## config.mk

```make
export PLATFORM = sky130hd
export DESIGN_NAME = store_buffer
export DESIGN_NICKNAME = d
export VERILOG_FILES = /design/src/rtl/store_buffer_pkg.sv /design/src/rtl/store_buffer.sv
export SDC_FILE = /design/constraint.sdc
export NUM_CORES = 1
export LEC_CHECK = 0
export BUFFER_PORTS_ARGS = -buffer_cell sky130_fd_sc_hd__buf_2
export CAP_MARGIN = 10
export CELL_PAD_IN_SITES_DETAIL_PLACEMENT = 1
export CELL_PAD_IN_SITES_GLOBAL_PLACEMENT = 2
export CORE_MARGIN = 3
export CORE_UTILIZATION = 42
export DETAILED_ROUTE_END_ITERATION = 8
export PLACE_DENSITY = 0.84
export SLEW_MARGIN = 20
export SYNTH_ARGS = -nofsm -noshare
export SYNTH_HDL_FRONTEND = slang
export SYNTH_SLANG_ARGS = --single-unit
```

## constraint.sdc

```tcl
create_clock -name clk -period 4.7 [get_ports clk]
set_clock_uncertainty 0.05 [all_clocks]
set_input_delay 0.705 -clock clk [delete_from_list [all_inputs] [get_ports clk]]
set_output_delay 0.705 -clock clk [all_outputs]
set_load 0.03 [all_outputs]
```

## src/rtl/store_buffer_pkg.sv

```systemverilog
// Shared constants and entry layout for the store buffer.
// Other files import this package.
package store_buffer_pkg;

    localparam int SB_DEPTH_DEFAULT = 4;
    localparam int SB_ADDR_W        = 30;
    localparam int SB_WEB_W         = 4;
    localparam int SB_DATA_W        = 32;

    typedef struct packed {
        logic [SB_ADDR_W-1:0] addr;
        logic [SB_WEB_W-1:0]  web;
        logic [SB_DATA_W-1:0] data;
    } sb_entry_t;

endpackage

```

## src/rtl/store_buffer.sv

```systemverilog
// Store buffer: a circular FIFO of pending stores that shares memory port B with loads.
// Loads take the port unless they hit a pending store or the FIFO is full; otherwise the head drains.
module store_buffer
    import store_buffer_pkg::*;
#(
    parameter int DEPTH = SB_DEPTH_DEFAULT
) (
    input  logic        clk,
    input  logic        rst,
    input  logic        st_valid,
    input  logic [31:0] st_addr,
    input  logic [3:0]  st_web,
    input  logic [31:0] st_dib,
    output logic        st_ready,
    input  logic        ld_req,
    input  logic [31:0] ld_addr,
    output logic        ld_stall,
    output logic        mem_en,
    output logic [3:0]  mem_we,
    output logic [31:0] mem_addr,
    output logic [31:0] mem_di
);

    localparam int PTR_W = $clog2(DEPTH);
    localparam int CNT_W = PTR_W + 1;
    localparam logic [CNT_W-1:0] FULL_CNT = CNT_W'(DEPTH);

    logic [PTR_W-1:0] head_q, head_d;
    logic [PTR_W-1:0] tail_q, tail_d;
    logic [CNT_W-1:0] count_q, count_d;
    sb_entry_t        entry_q [DEPTH];

    logic [DEPTH-1:0] match;
    logic             hazard;
    logic             full;
    logic             enq;
    logic             ld_issue;
    logic             drain;
    sb_entry_t        head_ent;
    logic             unused_addr_bits;

    assign unused_addr_bits = ^{st_addr[1:0], ld_addr[1:0]};

    // An entry is live when its distance from head is below the occupancy count.
    for (genvar i = 0; i < DEPTH; i++) begin : g_match
        logic [PTR_W-1:0] offset;
        assign offset   = PTR_W'(i) - head_q;
        assign match[i] = ({1'b0, offset} < count_q) && (entry_q[i].addr == ld_addr[31:2]);
    end

    assign hazard   = ld_req && (|match);
    assign full     = (count_q == FULL_CNT);
    assign st_ready = !full;
    assign enq      = st_valid && st_ready && (|st_web);
    assign ld_issue = ld_req && !hazard && !full;
    assign drain    = !ld_issue && (count_q != '0);
    assign ld_stall = ld_req && !ld_issue;
    assign head_ent = entry_q[head_q];

    always_comb begin
        mem_en   = 1'b0;
        mem_we   = 4'b0000;
        mem_addr = 32'h0;
        mem_di   = 32'h0;
        if (ld_issue) begin
            mem_en   = 1'b1;
            mem_addr = {ld_addr[31:2], 2'b00};
        end else if (drain) begin
            mem_en   = 1'b1;
            mem_we   = head_ent.web;
            mem_addr = {head_ent.addr, 2'b00};
            mem_di   = head_ent.data;
        end
    end

    always_comb begin
        head_d  = drain ? head_q + PTR_W'(1) : head_q;
        tail_d  = enq ? tail_q + PTR_W'(1) : tail_q;
        count_d = count_q;
        case ({enq, drain})
            2'b10:   count_d = count_q + CNT_W'(1);
            2'b01:   count_d = count_q - CNT_W'(1);
            default: count_d = count_q;
        endcase
    end

    always_ff @(posedge clk or posedge rst) begin
        if (rst) begin
            head_q  <= '0;
            tail_q  <= '0;
            count_q <= '0;
        end else begin
            head_q  <= head_d;
            tail_q  <= tail_d;
            count_q <= count_d;
        end
    end

    // Payload is only meaningful while counted as live, so it carries no reset.
    always_ff @(posedge clk) begin
        if (enq) begin
            entry_q[tail_q] <= '{addr: st_addr[31:2], web: st_web, data: st_dib};
        end
    end

endmodule

```

# Word level (Yosys, flattened, before mapping)
# Memories as Yosys holds them, arrays and structs flattened.
# Index checks and enable logic that the tools add are counted.
# Widths: inputs -> output; s select.
word_totals:
  reg_bits: 7
  mem_bits_rw: 264
  in_bits: 104
  output_inout_bits: 71
  word_cells: 52
  n_memories: 1
mem_list:
  columns: ["name", "words", "word_bits", "read_ports", "rd_ports_with_merged_regs", "wr", "line", "rtl"]
  rows:
  - ["entry_q", 4, 66, 5, 0, 1, "store_buffer.sv:31", "sb_entry_t entry_q [DEPTH];"]
classes:
  add_sub_neg: 8
  order_cmp: 4
  n_eq_ne: 7
  mux: 11
  n_reduce_logical: 18
op_table:
  columns: ["cell", "n"]
  rows:
  - ["$mux 32", 4]
  - ["$eq 30x30->1", 4]
  - ["$lt 2x3->1", 4]
  - ["$logic_and 1x1->1", 11]
  - ["$mux 4", 2]
  - ["$reduce_or 4->1", 2]
  - ["$pmux 3 s2", 1]
  - ["$add 2x1->2 const B", 2]
  - ["$mux 1", 4]
  - ["$sub 1x2->2 const A", 2]
  - ["$sub 2x2->2 const A", 2]
  - ["$add 3x1->3 const B", 1]
  - ["$eq 3x3->1 const B", 1]
  - ["$logic_not 1->1", 3]
  - ["$reduce_bool 3->1", 1]
  - ["$sub 3x1->3 const B", 1]
  - ["$eq 2x1->1 const B", 1]
  - ["$eq 2x2->1 const B", 1]
  - ["$reduce_bool 2->1", 1]

# Depth between registers and ports, before layout
logic_depth:
  word_depth: 12
  depth_mapped: 19
  mapped_depth_nobuf: 14

# Worst setup path after synthesis
# No wires, ideal clock.
synth_timing:
  kind: "register -> output"
  start: "reg head_q[0]"
  end: "out mem_addr[9]"
  arrival_ns: 3.015
  t_required_ns: 3.945
  setup_slack_ns: 0.930
  stages_incl_launch_ff: 13
  n_path_buf: 5
  path_cell_list: "dfrtp_1 > buf_2 > buf_2 > buf_4 > xnor2_1 > ha_1 > a21oi_1 > nand3_1 > a2111oi_0 > or4_1 > buf_6 > buf_4 > o21ai_0"
synth_between:
  elab_chain_cells: 12
  word_cells_on_any_way: 22
  cone_classes: "add/sub (4); order compare (4); mux (2); reduce/logical (11); memory (1)"
synth_rtl:
  columns: ["item", "line", "rtl"]
  rows:
  - ["from (decl)", "store_buffer.sv:28", "logic [PTR_W-1:0] head_q, head_d;"]
  - ["from (signal assigned)", "store_buffer.sv:89", "head_q <= '0;"]
  - ["from (signal assigned)", "store_buffer.sv:93", "head_q <= head_d;"]
  - ["$sub 1x2->2 / $sub 2x2->2 (equally long branches)", "store_buffer.sv:47", "assign offset = PTR_W'(i) - head_q;"]
  - ["$lt 2x3->1", "store_buffer.sv:48", "assign match[i] = ({1'b0, offset} < count_q) && (entry_q[i].addr == ld_addr[31:2]);"]
  - ["$logic_and 1x1->1", "store_buffer.sv:48", null]
  - ["$reduce_or 4->1", "store_buffer.sv:51", "assign hazard = ld_req && (|match);"]
  - ["$logic_and 1x1->1", "store_buffer.sv:51", null]
  - ["$logic_not 1->1", "store_buffer.sv:55", "assign ld_issue = ld_req && !hazard && !full;"]
  - ["$logic_and 1x1->1 (2 in series)", "store_buffer.sv:55", null]
  - ["$logic_not 1->1", "store_buffer.sv:56", "assign drain = !ld_issue && (count_q != '0);"]
  - ["$logic_and 1x1->1", "store_buffer.sv:56", null]
  - ["$mux 32", "store_buffer.sv:68", "end else if (drain) begin"]
  - ["$mux 32 *", "store_buffer.sv:65", "if (ld_issue) begin"]
  - ["to (decl)", "store_buffer.sv:20", "output logic [31:0] mem_addr,"]
# Mark *: on every way between the ends. The rest lies on a longest branch, timed or not.

# Worst setup path in the final report
layout_timing:
  start: "reg head_q[0]"
  end: "out mem_addr[22]"
# Same word-level chain as after synthesis.

==> run metrics <==
worst relative slew slack 36.5%; first-pass GRT wire length 46200 um; share of post-route cells with drive strength above 1 32.6%; Die Wd 177 um; hold buffers post-CTS 0; Core Area 0.0288 sq mm; max-slew violations 0; max frequency 0.229 GHz; CP startpoint kind flop; ys flop type edfxtp_1; Mapped Cells 746; Num CTS Buffers 29; die span in y 177 um; Syn. warnings 0; # nets final 1007; clock period minus worst slack 4370 ps; Finished Core Util 50.1%; Total Routing Usage GR 19.8%; Max IR drop VDD 0.404 mV; row count 62; drt initial violations 524; setup bufs post-CTS 0; antenna viol nets, final 0; CTS sink count 271; worst skew pair latency 550 ps; Seq cells post-synth 271; worst-margin pin slew 952 ps; critical path's largest stage delay 760 ps; worst endpoint data arrival time 3620 ps; I/O Buffers 168; # resized after CTS 0; CTS Root Buffer Type clkbuf_16; Leakage 5.34 nW; Avg Inst Size Synth 16.5 sq um; run status finished clean; Max clock buf depth 3; PwrDens 632 mW/mm^2; worst-path cell chain xnor2_1 -> ha_1 -> a21oi_1 -> nand3_1 -> a2111oi_0 -> or4_2 -> buf_4 -> o21ai_0 -> buf_2; Async SR Flop Fraction 2.58%; CTS tree done; CP Capture Type output pin; largest net degree at the start of global routing 69; grt ovf 0; first drt pass iteration count 5; worst hold path class input pin to async pin; CTS H-Tree Depth 1; post-synth top area share 64.4%; sequential area share after synthesis 65.9%; final WL 31300 um; vias in the first global route 7389; Fin Setup TNS 0 ps; EDFF count, synth 264; mapped cell area 0.0123 sq mm; crit path kind flop to output pin; Final Hold Fails 0; Die Footprint 0.0314 sq mm; Area contributors post-synth edfxtp_1 64%, mux4_2 12%, xor2_1 8.0%, and3_1 1.8%, nand3_1 1.5%; Crit path required time 3940 ps; DR vias 6970; distinct cell type count after synthesis 36; Tcrit/Tclk final 93.0%; Worst-path clk slew 60 ps; Initial Util 42.7%; DRC viols 0; wire length per cell 24.0 um; slowest cell on the critical path or4_2; vias per cell 5.36; IO Count 175; synth-to-layout area growth 17.2%; Final GP Congestion 0.871; dpl hpwl 20800 um; worst-path fanout max 31; largest area contributor in the netlist edfxtp_1; Final Setup Violations 0; initial antenna violation count 7; unrepaired setup endpoints after global routing false; number of max-cap violations 0
layer usage:
metal	track usage [%]	share of wire, %
met4	3.50	1.6
met1	26.7	42
met3	4.89	7.2
met2	33.1	49
met5	0	0.25
synthesized netlist by cell type, types with 6 or more instances:
library cell,n
ha_1,9
nand3_1,37
edfxtp_1,264
xor2_1,112
and3_1,36
nor4_1,25
dfrtp_1,7
mux4_2,66
buf_4,6
o21ai_0,32
buf_6,6
xnor2_1,15
inv_1,39
clkbuf_1,18
buf_2,30
area by class of cell:
type | instances | area, sq um
Timing Repair Buffer | 181 | 991
Tap cell | 384 | 480
Multi-Input combinational cell | 370 | 3700
Clock inverter | 9 | 184
Clock buffer | 45 | 806
Inverter | 40 | 150
Sequential cell | 271 | 8110
Antenna cell | 1 | 2.50
Fill cell | 2784 | 14400
cells in the final DEF (no fill, tap or decap), types with 2 or more instances in the layout:
cell type	instances
edfxtp_1	264
buf_2	168
xor2_1	112
mux4_2	66
inv_1	39
nand3_1	37
and3_1	36
o21ai_0	32
clkbuf_16	29
nor4_1	25
xnor2_1	15
clkbuf_1	14
buf_4	10
ha_1	9
a21oi_1	5
nand4_1	5
bufinv_16	5
dfrtp_1	5
nand2_1	4
and2_4	4
nor3_1	3
nor2_1	2
a2111oi_0	2
nand2_2	2
conb_1	2
clkinv_2	2
clkbuf_8	2
buf_16	2
registers in the layout, summed over array words and instances (netlist names):
name / count
entry_q: 264
count_q: 3
head_q: 2
tail_q: 2
stage by stage:
stage | cell area (sq um) | power, W | worst slack (ps) | cells | hold WS, ps
3_3_place_gp | 13400 | 0.00677 | 707 | 1244 | 549
5_1_grt | 14400 | 0.00958 | 99.2 | 1300 | 47.7
2_1_floorplan | 12300 | 0.00579 | 930 | 747 | 458
6_report | 14400 | 0.00912 | 329 | 1301 | 47.1
3_5_place_dp | 13400 | 0.00684 | 697 | 1244 | 561
4_1_cts | 14400 | 0.00922 | 271 | 1298 | 34.6
critical path, delay by kind of cell (launching register included):
kind	cells	cell delay, ps
compound gates	3	440
xor+xnor	1	300
fa+ha+maj	1	200
buf+inv	2	550
flops	1	680
simple gates	2	860
final timing paths:
check | from | end | slack [ps] | cells after the start
max in group asynchronous | rst | head_q[0] | 4300 | 2
worst min-delay path | rst | count_q[2] | 50 | 2
worst min register to register | count_q[1] | count_q[1] | 570 | 1
worst max-delay path | head_q[0] | mem_addr[22] | 330 | 9
min in group clk | st_dib[4] | entry_q[0][4] | 320 | 1
worst max register to register | head_q[0] | count_q[2] | 880 | 14
cells by family after synthesis:
logic type               Yosys count  synth area share (%)
buffers and inverters            106                  4.21
flip-flops                       271                  65.9
multiplexers                      67                  12.2
adder cells (fa/ha/maj)           10                  1.08
other                              1                0.0305
XOR/XNOR                         127                  9.04
AND/OR/NAND/NOR                  121                  5.64
AO/OA/AOI/OAI                     43                  1.96
report_power, final:
| part | switching, W | total [W] | internal [W] | leakage [nW] |
|---|---|---|---|---|
| Clock | 0.000909 | 0.00236 | 0.00145 | 0.478 |
| Sequential | 0.000265 | 0.00344 | 0.00317 | 2.49 |
| Combinational | 0.00206 | 0.00332 | 0.00126 | 2.37 |
No activity file was read; power rests on OpenSTA's default activity.
